==> config.mk <==
export PLATFORM = sky130hd
export DESIGN_NAME = mem_access_unit
export DESIGN_NICKNAME = d
export VERILOG_FILES = /design/src/rtl/mem_access_unit.sv
export SDC_FILE = /design/constraint.sdc
export NUM_CORES = 1
export LEC_CHECK = 0
export CAP_MARGIN = 40
export CORE_MARGIN = 2
export CORE_UTILIZATION = 40
export DETAILED_ROUTE_END_ITERATION = 7
export PLACE_DENSITY = 0.74
export SLEW_MARGIN = 25
export SYNTH_ARGS = -nofsm -noshare
export SYNTH_HDL_FRONTEND = slang
export SYNTH_SLANG_ARGS = --single-unit
==> constraint.sdc <==
create_clock -name clk -period 2.8 [get_ports clk]
set_input_delay 0.42 -clock clk [delete_from_list [all_inputs] [get_ports clk]]
set_output_delay 0.42 -clock clk [all_outputs]
set_load 0.05 [all_outputs]
==> src/rtl/mem_access_unit.sv <==
// Load/store unit between the execute stage and a word-wide data memory.
// Sub-word loads are lane-selected and extended; sub-word stores use read-modify-write.
module mem_access_unit #(
    parameter int unsigned ADDR_LEN = 32,
    parameter int unsigned DATA_LEN = 32
) (
    input  logic                clk,
    input  logic                rst_n,
    input  logic                req_valid,
    output logic                req_ready,
    input  logic                req_we,
    input  logic [2:0]          req_funct3,
    input  logic [ADDR_LEN-1:0] req_addr,
    input  logic [DATA_LEN-1:0] req_wdata,
    output logic                resp_valid,
    output logic [DATA_LEN-1:0] resp_rdata,
    output logic                resp_err,
    output logic                mem_read,
    output logic                mem_write,
    output logic [ADDR_LEN-1:0] mem_addr,
    output logic [DATA_LEN-1:0] mem_wdata,
    input  logic [DATA_LEN-1:0] mem_rdata
);

    typedef enum logic [2:0] {
        S_IDLE  = 3'd0,
        S_LOAD  = 3'd1,
        S_READ  = 3'd2,
        S_STORE = 3'd3,
        S_RESP  = 3'd4
    } state_t;

    state_t                state_q, state_d;
    logic                  we_q, we_d;
    logic [2:0]            funct3_q, funct3_d;
    logic [ADDR_LEN-1:0]   addr_q, addr_d;
    logic [DATA_LEN-1:0]   wdata_q, wdata_d;
    logic [DATA_LEN-1:0]   merge_q, merge_d;
    logic [DATA_LEN-1:0]   rdata_q, rdata_d;
    logic                  ready_q, ready_d;
    logic                  resp_valid_q, resp_valid_d;
    logic                  resp_err_q, resp_err_d;
    logic                  mem_read_q, mem_read_d;
    logic                  mem_write_q, mem_write_d;

    logic                  req_illegal;
    logic                  req_misaligned;
    logic [7:0]            lane_b;
    logic [15:0]           lane_h;
    logic [DATA_LEN-1:0]   load_ext;
    logic [DATA_LEN-1:0]   merged;

    // Legality of the request currently presented by the core
    always_comb begin
        req_illegal = 1'b0;
        case (req_funct3)
            3'b011, 3'b110, 3'b111: req_illegal = 1'b1;
            3'b100, 3'b101:         req_illegal = req_we;
            default:                req_illegal = 1'b0;
        endcase
        req_misaligned = ((req_funct3[1:0] == 2'b01) && req_addr[0]) ||
                         ((req_funct3[1:0] == 2'b10) && (req_addr[1:0] != 2'b00));
    end

    // Lane selection / extension for loads, lane replacement for sub-word stores
    always_comb begin
        lane_b = mem_rdata[{addr_q[1:0], 3'b000} +: 8];
        lane_h = mem_rdata[{addr_q[1], 4'b0000} +: 16];
        case (funct3_q)
            3'b000:  load_ext = {{(DATA_LEN-8){lane_b[7]}}, lane_b};
            3'b001:  load_ext = {{(DATA_LEN-16){lane_h[15]}}, lane_h};
            3'b100:  load_ext = {{(DATA_LEN-8){1'b0}}, lane_b};
            3'b101:  load_ext = {{(DATA_LEN-16){1'b0}}, lane_h};
            default: load_ext = mem_rdata;
        endcase
        merged = mem_rdata;
        if (funct3_q[1:0] == 2'b00) begin
            merged[{addr_q[1:0], 3'b000} +: 8] = wdata_q[7:0];
        end else begin
            merged[{addr_q[1], 4'b0000} +: 16] = wdata_q[15:0];
        end
    end

    // Next-state and registered-output logic
    always_comb begin
        state_d    = state_q;
        we_d       = we_q;
        funct3_d   = funct3_q;
        addr_d     = addr_q;
        wdata_d    = wdata_q;
        merge_d    = merge_q;
        rdata_d    = rdata_q;
        resp_err_d = 1'b0;

        case (state_q)
            S_IDLE: begin
                if (req_valid) begin
                    we_d     = req_we;
                    funct3_d = req_funct3;
                    addr_d   = req_addr;
                    wdata_d  = req_wdata;
                    rdata_d  = '0;
                    if (req_illegal || req_misaligned) begin
                        state_d    = S_RESP;
                        resp_err_d = 1'b1;
                    end else if (!req_we) begin
                        state_d = S_LOAD;
                    end else if (req_funct3[1:0] == 2'b10) begin
                        state_d = S_STORE;
                        merge_d = req_wdata;
                    end else begin
                        state_d = S_READ;
                    end
                end
            end
            S_LOAD: begin
                rdata_d = load_ext;
                state_d = S_RESP;
            end
            S_READ: begin
                merge_d = merged;
                state_d = S_STORE;
            end
            S_STORE: state_d = S_RESP;
            S_RESP:  state_d = S_IDLE;
            default: state_d = S_IDLE;
        endcase

        ready_d      = (state_d == S_IDLE);
        resp_valid_d = (state_d == S_RESP);
        mem_read_d   = (state_d == S_LOAD) || (state_d == S_READ);
        mem_write_d  = (state_d == S_STORE);
    end

    always_ff @(posedge clk or negedge rst_n) begin
        if (!rst_n) begin
            state_q      <= S_IDLE;
            we_q         <= 1'b0;
            funct3_q     <= 3'b000;
            addr_q       <= '0;
            wdata_q      <= '0;
            merge_q      <= '0;
            rdata_q      <= '0;
            ready_q      <= 1'b1;
            resp_valid_q <= 1'b0;
            resp_err_q   <= 1'b0;
            mem_read_q   <= 1'b0;
            mem_write_q  <= 1'b0;
        end else begin
            state_q      <= state_d;
            we_q         <= we_d;
            funct3_q     <= funct3_d;
            addr_q       <= addr_d;
            wdata_q      <= wdata_d;
            merge_q      <= merge_d;
            rdata_q      <= rdata_d;
            ready_q      <= ready_d;
            resp_valid_q <= resp_valid_d;
            resp_err_q   <= resp_err_d;
            mem_read_q   <= mem_read_d;
            mem_write_q  <= mem_write_d;
        end
    end

    // merge_q holds the full store word for every store, so it feeds memory directly
    assign req_ready  = ready_q;
    assign resp_valid = resp_valid_q;
    assign resp_err   = resp_err_q;
    assign resp_rdata = rdata_q;
    assign mem_read   = mem_read_q;
    assign mem_write  = mem_write_q;
    assign mem_addr   = {addr_q[ADDR_LEN-1:2], 2'b00};
    assign mem_wdata  = merge_q;

    // we_q is retained as part of the latched request for debug visibility
    logic unused_we;
    assign unused_we = we_q;

endmodule

# == After elaboration in Yosys (flattened, before gate mapping) ==
# Index checks and enable logic that the tools add are counted.
# word_totals
regBits,123
in_bits,103
output_inout_bits,101
elab_cells,78
# classes
n_addsub,2
n_eq_ne,21
shifts,6
muxes,20
n_reduce_logical,18
# ops
operator,count
$mux 32,6
$pmux 32 s2,2
$pmux 32 s4,1
$bwmux 32,2
$shift 16x7->32 const A,1
$shift 8x7->32 const A,1
$shiftx 16x7->32,1
$shiftx 32x6->16,1
$shiftx 32x6->8,1
$shiftx 8x7->32,1
$eq 3x3->1 const B,7
$eq 3x2->1 const B,5
$neg 5->7,2
$eq 3x1->1 const B,3
$logic_not 3->1,3
$pmux 3 s3,1
$ne 2x2->1 const B,4
$mux 3,2
$reduce_bool 2->1,3
$reduce_and 5->1,1
$mux 1,4
$reduce_and 2->1,2
$reduce_or 2->1,2
$logic_or 1x1->1,3
other kinds (7),8

# == Longest topological paths before layout ==
# Gate-level depths: netlist of run 1.
# depth
ltp_word,9
depth_mapped,9
ltp_nobuf,6

# == Worst setup path after synthesis of run 1 ==
# No wires, ideal clock.
# synth_path
kind,flip-flop to flip-flop
from,register addr_q[1]
to,"register merge_q[10], in the netlist mem_wdata[10]"
setup_ns,0.125
t_arrival_ns,2.274
t_required_ns,2.675
setup_slack_ns,0.401
stages_incl_launch_ff,10
n_path_buf,3
synth_period_minus_slack_ns,2.399
path_cell_list,dfrtp_1 > buf_2 > buf_2 > inv_1 > ha_1 > and4b_1 > buf_1 > a221o_1 > a22o_1 > mux2_2
# synth_between
elab_chain_cells,5
# synth_lines
item,line,rtl
from (decl),36,"logic [ADDR_LEN-1:0] addr_q, addr_d;"
from (signal assigned),153,addr_q <= addr_d;
"$neg 5->7, on equally long branches","80, 78",
$shiftx 16x7->32 (tied with other cells),80,"merged[{addr_q[1], 4'b0000} +: 16] = wdata_q[15:0];"
"$bwmux 32, on equally long branches","80, 78",
$mux 32 *,77,if (funct3_q[1:0] == 2'b00) begin
$pmux 32 s2 *,95,case (state_q)
to (signal assigned),155,merge_q <= merge_d;
to (decl),38,"logic [DATA_LEN-1:0] merge_q, merge_d;"
# Every way passes the cells marked *; elsewhere a longest branch is shown, timed or not.
# A chain may end at the register's enable or synchronous reset.

# == Worst setup path after layout of run 1 ==
# layout_path
from,register addr_q[1]
to,"register rdata_q[14], in the netlist resp_rdata[14]"
# layout_between
elab_chain_cells,3
# layout_lines
item,line,rtl
$shiftx 32x6->16 / $shiftx 32x6->8 (equally long branches),"68, 67",
$pmux 32 s4 *,69,case (funct3_q)
$pmux 32 s2 *,95,
to (signal assigned),156,rdata_q <= rdata_d;
to (decl),39,"logic [DATA_LEN-1:0] rdata_q, rdata_d;"
# Marks and branches as above.

==> run metrics, run 1 <==
RSZ-0062 raised after global routing false; final worst setup slack approximately 0.35 ns; worst r2r dst resp_rdata[14]$_DFFE_PN0P_; CTS H-Tree Depth 4; Worst Tran Pin Value 0.745 ns; post-layout min period approximately 2.4 ns; remaining antenna violation count 0; Nets 831; Seq cells post-synth roughly 120; Synth area leaders dfrtp_1, mux2_2, a221o_1; Detailed Routing Iterations Pass 1 5; Avg Vias per Cell ~5.7; Yosys top cell area share approximately 47%; cell area after layout approximately 0.009 mm^2; width of the die roughly 130 um; area of the core ~0.016 mm^2; Synth Area per Inst 11.7 um^2; area post-placement between 0.008 and 0.009 mm^2; Reg2Reg Launch Point addr_q[1]$_DFFE_PN0P_; Sink Count between 100 and 150; Netlist cell types 43; hpwl dp 14.9 mm; Yosys top cell by area dfrtp_1; clock-pin slew on the worst setup and hold paths around 0.060 ns; Worst-Skew Late Latency around 0.42 ns; outcome finished, final reports clean; WP data required slightly above 3 ns; share of total power in the clock network 16.5%; dominant synthesized flop cell dfrtp_1; CTS tree yes; max-cap viol count 0; first-pass GRT wire length between 30 and 40 mm; die height approximately 130 um; Die ar. around 0.017 mm^2; wire length per cell 21.8 um; vias in the first global route 5562; PostCTS Resize Cnt 0; Max FO, Critical Path 48; FFs w/ async S/R, synth 100%; Final TNS setup 0 ns; CTS Buf Count 17; Routability Congestion around 0.9; Rows between 40 and 50; Crit Path Class reg -> reg; port bufs around 200; Reg2Reg Depth 5; dpl ws 0.189 ns; Netlist Area Pre-Place between 0.006 and 0.007 mm^2; Setup Skew roughly 0.0049 ns; Hold Path End resp_rdata[14]$_DFFE_PN0P_; combinational power share ~58%; maximum clock rate between 400 and 500 MHz; Switching Share between 40% and 50%; most common cell in the netlist dfrtp_1; Hold Crit Start resp_rdata[14]$_DFFE_PN0P_; IO Count around 200; peak supply drop 0.674 mV; Final Hold Viols 0; Arrival @ worst endpoint 2.75 ns; leading cell types by count after synthesis dfrtp_1, mux2_2, a221o_1, a21oi_1, mux2i_1; Hold Crit Class reg -> reg; largest net degree at the start of global routing 69; Worst setup EP type flip-flop; # setup viols final 0; Slew headroom 50.3%; total wire length ~21 mm; Cell Int Power 6910 uW; worst hold stages 1; final period utilization slightly below 90%; maximum root-to-sink buffer count 2; Pleak 0.00387 uW; DRC 0; power share of the sequential group 25.9%; antenna violations before repair 1; layout cells sized above 1 21.6%; area growth from synthesis to layout 40.2%; Synth Warn # 0; Root Buffer Master clkbuf_16; gr usage total between 20% and 30%; sequential area share after synthesis around 47%; net load switching power about 6000 uW; pins over their slew limit 0; pwr dens ~1400 mW/mm^2; Mapped Cells roughly 560; total gr overflow 0; Initial Util about 40%; r2r setup slk 0.35 ns; via count between 5000 and 6000; drt first-iter violations 334; startpoint types flip-flop; number of synthesized flops with an enable pin 0
worst max path at each step:
stage                          startpoint                         end  cells after the start  slack, ns
floorplan           addr_q[1]$_DFFE_PN0P_   mem_wdata[10]$_DFFE_PN0P_                      9       0.40
global placement            mem_rdata[23]  resp_rdata[14]$_DFFE_PN0P_                      5       0.27
detailed placement          mem_rdata[23]  resp_rdata[14]$_DFFE_PN0P_                      5       0.19
CTS                 addr_q[1]$_DFFE_PN0P_  resp_rdata[14]$_DFFE_PN0P_                      5       0.38
global route        addr_q[1]$_DFFE_PN0P_  resp_rdata[14]$_DFFE_PN0P_                      5       0.16
finish              addr_q[1]$_DFFE_PN0P_  resp_rdata[14]$_DFFE_PN0P_                      5       0.35
cells in the final DEF, fill, tap and decap left out, drive strengths merged, types with 2 or more instances in the layout:
cell type        n
a21o            10
a21oi           35
a221o           48
a221oi          10
a22o            32
buf             19
bufinv           2
clkbuf          19
clkdlybuf4s50  200
clkinv           6
clkinvlp         6
conb             2
dfrtp          122
ha               5
inv             18
mux2            87
mux2i           33
nand2           19
nand2b           3
nand3            2
nor2            13
nor3b            2
nor4bb           3
o21ai           10
o22ai            7
o31ai            8
or3              2
or3b             2
power groups by stage:
stage | combinational [uW] | sequential, uW | clock (uW)
5_1_grt | 7890 | 3490 | 2260
3_3_place_gp | 7350 | 3350 | 0
2_1_floorplan | 3860 | 4850 | 0
4_1_cts | 7540 | 3370 | 2170
6_report | 7530 | 3380 | 2150
3_5_place_dp | 7500 | 3390 | 0
worst max-delay path, cell delays in order, from the launching register on:
cell and delay (ns):
dfrtp_2 0.35, buf_4 0.60, mux4_2 0.43, a21oi_1 0.52
a221oi_1 0.22, a21o_1 0.21
metal layers:
layer	track usage [%]	up-vias	part of all wire, %
met5	0	-	0
met4	9.06	0	3.0
met3	6.61	37	7.8
met2	38.9	256	48
met1	30.8	2717	41
li1	-	2414	-
per-stage QoR:
stage          hold slack, ns  power, uW  utilization, %  instances
5_1_grt                 0.501      13600            57.7        953
4_1_cts                 0.486      13100            57.6        951
6_report                0.477      13100            57.7        953
2_1_floorplan           0.124       8710               -        559
3_5_place_dp            0.433      10900            53.9        918
3_3_place_gp            0.424      10700            53.9        918
sequential cells by signal, indices dropped and copies added (netlist names):
name	count
mem_wdata	32
mem_write	1
resp_valid	1
state_q	3
resp_rdata	32
funct3_q	3
resp_err	1
mem_read	1
addr_q	32
wdata_q	16
req_ready	1
final cells by class:
| type | count | area (um^2) |
|---|---|---|
| antenna | 1 | 2.50 |
| clock buffer | 18 | 429 |
| clock inverter | 14 | 150 |
| fill | 1299 | 6750 |
| inverter | 18 | 67.6 |
| multi-input combinational | 342 | 3000 |
| sequential | 123 | 3080 |
| tap | 216 | 270 |
| timing repair buffer | 221 | 2200 |
repair_timing:
action	in CTS	in global routing
hold endpoints to repair	4	0
hold buffers	1	0
buffers inserted	0	0
cell families (layout without fill, tap and decap cells):
| logic type | Yosys count | count (layout) | synth area share (%) |
|---|---|---|---|
| flops | 123 | 123 | 47.0 |
| mux | 121 | 121 | 20.3 |
| fa+ha+maj | 5 | 5 | 0.954 |
| buf+inv | 94 | 271 | 7.64 |
| compound gates | 163 | 163 | 20.0 |
| simple gates | 51 | 51 | 4.05 |
| other cells | 1 | 3 | 0.0572 |
Power figures use the tool's default switching activity.
==> run 2: changes to the inputs <==
Settings changed: GPL_TIMING_DRIVEN set to 0.
==> run 2 against run 1 <==
  * Maximum frequency fell by 7.3%
  * Largest power group unchanged
  * Clock skew up 0.0032 ns
  * Register-to-register slack worse by 0.19 ns
==> run metrics, run 2 (synthesized netlist as in run 1, its figures left out) <==
width of the die between 100 and 150 um; Worst-Skew Late Latency roughly 0.42 ns; delay of the slowest cell on the worst path about 0.4 ns; vias in the first global route 6107; maximum root-to-sink buffer count 2; Setup Skew 0.00807 ns; wire length per cell ~22 um; antenna violations before repair 0; CTS Buf Count 17; final period utilization ~94%; Rows 46; WP data required a little over 3 ns; area post-placement between 0.008 and 0.009 mm^2; maximum clock rate about 380 MHz; startpoint types flip-flop; post-layout util around 60%; commonest non-fill, non-tap cell in the layout clkdlybuf4s50_1; die height around 130 um; layout cells sized above 1 a little under a quarter; post-layout min period roughly 2.6 ns; gr usage total approximately a quarter; first-pass GRT wire length between 30 and 40 mm; pins over their slew limit 0; Sink Count about 120; largest net degree at the start of global routing 84; area growth from synthesis to layout 44.9%; CTS H-Tree Depth 4; total wire length 22.3 mm; outcome finished, final reports clean; Post-CTS Setup Inserts 0; filler instances 1298; peak supply drop between 0.7 and 0.8 mV; clock-pin slew on the worst setup and hold paths around 0.060 ns; max-cap viol count 0; Nets about 900; antenna cells 0; commonest cells after routing, fill and taps aside clkdlybuf4s50_1, dfrtp_1, mux2_2, a221o_1, a21oi_1; Max FO, Critical Path 10; Detailed Routing Iterations Pass 1 5; area of the core between 0.015 and 0.02 mm^2; RSZ-0062 raised after global routing false; IO Count 204; hpwl dp 17.0 mm; DRC 0; Avg Vias per Cell about 5.7; pwr dens 1430 mW/mm^2; total gr overflow 0; slowest CP cell dfrtp_1; # setup viols final 0; port bufs approximately 200; Pleak between 0.004 and 0.005 uW; Root Buffer Master clkbuf_16; Worst Tran Pin Value approximately 0.77 ns; via count 5785; Routability Congestion 0.926; Arrival @ worst endpoint 2.94 ns; remaining antenna violation count 0; Worst setup EP type flip-flop; Initial Util between 40% and 50%; Die ar. around 0.017 mm^2; Slew headroom roughly 49%; Final Hold Viols 0; CTS tree yes; cell area after layout between 0.009 and 0.01 mm^2; Crit Path Class reg -> reg; Hold Crit Class in -> async; drt first-iter violations 388; worst path cell trace clkbuf_4 -> buf_4 -> inv_1 -> ha_1 -> nor4bb_1 -> clkbuf_2 -> a221o_1 -> a22o_1 -> mux2_2
run 2: what timing repair did:
action                                  4_1_cts  5_1_grt
gates resized for setup                       1        2
hold buffers                                  1        0
endpoints found under the setup margin       10       16
endpoints found under the hold margin        40        0
run 2: cell type report:
cell class	count	area, um^2	share of cell area (%)
inverters	18	67.6	0.711
clock buffers	17	425	4.48
repair buffers	203	2050	21.6
clock inverters	15	189	1.99
plain buffers	75	435	4.58
well taps	216	270	2.84
flip-flops and latches	123	3080	32.4
multi-input cells	342	2980	31.4
run 2: per-stage QoR:
stage | std cells | hold slack, ns | TNS, ns | power (uW) | worst slack, ns
floorplan | 559 | 0.124 | 0 | 8710 | 0.401
global placement | 976 | 0.468 | -400.39 | 11100 | -3.28
detailed placement | 977 | 0.321 | -1.09 | 11300 | -0.0667
CTS | 1010 | 0.469 | 0 | 13600 | 0.0412
global route | 1009 | 0.499 | 0 | 14200 | 0.0146
finish | 1009 | 0.477 | 0 | 13600 | 0.161
run 2: layer usage:
| metal | vias to the layer above | routed length (um) | GRT usage (%) |
|---|---|---|---|
| met5 | - | 0 | 0 |
| met4 | 0 | 924 | 12.1 |
| met3 | 59 | 1660 | 5.69 |
| met2 | 311 | 10500 | 41.6 |
| met1 | 2877 | 9260 | 33.2 |
| li1 | 2538 | - | - |
run 2: final timing paths:
check / endpoint / depth (start not counted) / slack, ns / start
hold reg to reg: resp_rdata[8]$_DFFE_PN0P_ / 1 / 0.48 / resp_rdata[8]$_DFFE_PN0P_
min in group clk: resp_rdata[8]$_DFFE_PN0P_ / 1 / 0.48 / resp_rdata[8]$_DFFE_PN0P_
hold / removal: mem_wdata[22]$_DFFE_PN0P_ / 2 / 0.48 / rst_n
setup reg to reg: mem_wdata[17]$_DFFE_PN0P_ / 9 / 0.16 / addr_q[1]$_DFFE_PN0P_
max in group asynchronous: req_ready$_DFF_PN1_ / 3 / 1.58 / rst_n
setup / recovery: mem_wdata[17]$_DFFE_PN0P_ / 9 / 0.16 / addr_q[1]$_DFFE_PN0P_
run 2: report_power, final:
group	internal, uW	leakage (uW)	switching, uW
Sequential	2670	0.00152	719
Clock	1410	0.000295	875
Combinational	3180	0.00225	4760
run 2: critical path: cells and delay by family (launching register included):
family,cells,cell delay (ns)
buffers and inverters,4,0.81
muxes,1,0.28
and+or+nand+nor,1,0.18
adders and majority gates,1,0.34
DFF,1,0.40
AOI/OAI and AO/OA,2,0.51
==> run 3: changes to the inputs <==
Settings changed: CAP_MARGIN 40 to 20.
==> results of run 3 <==
Final layout, timing and power as in run 2 (identical DEF).
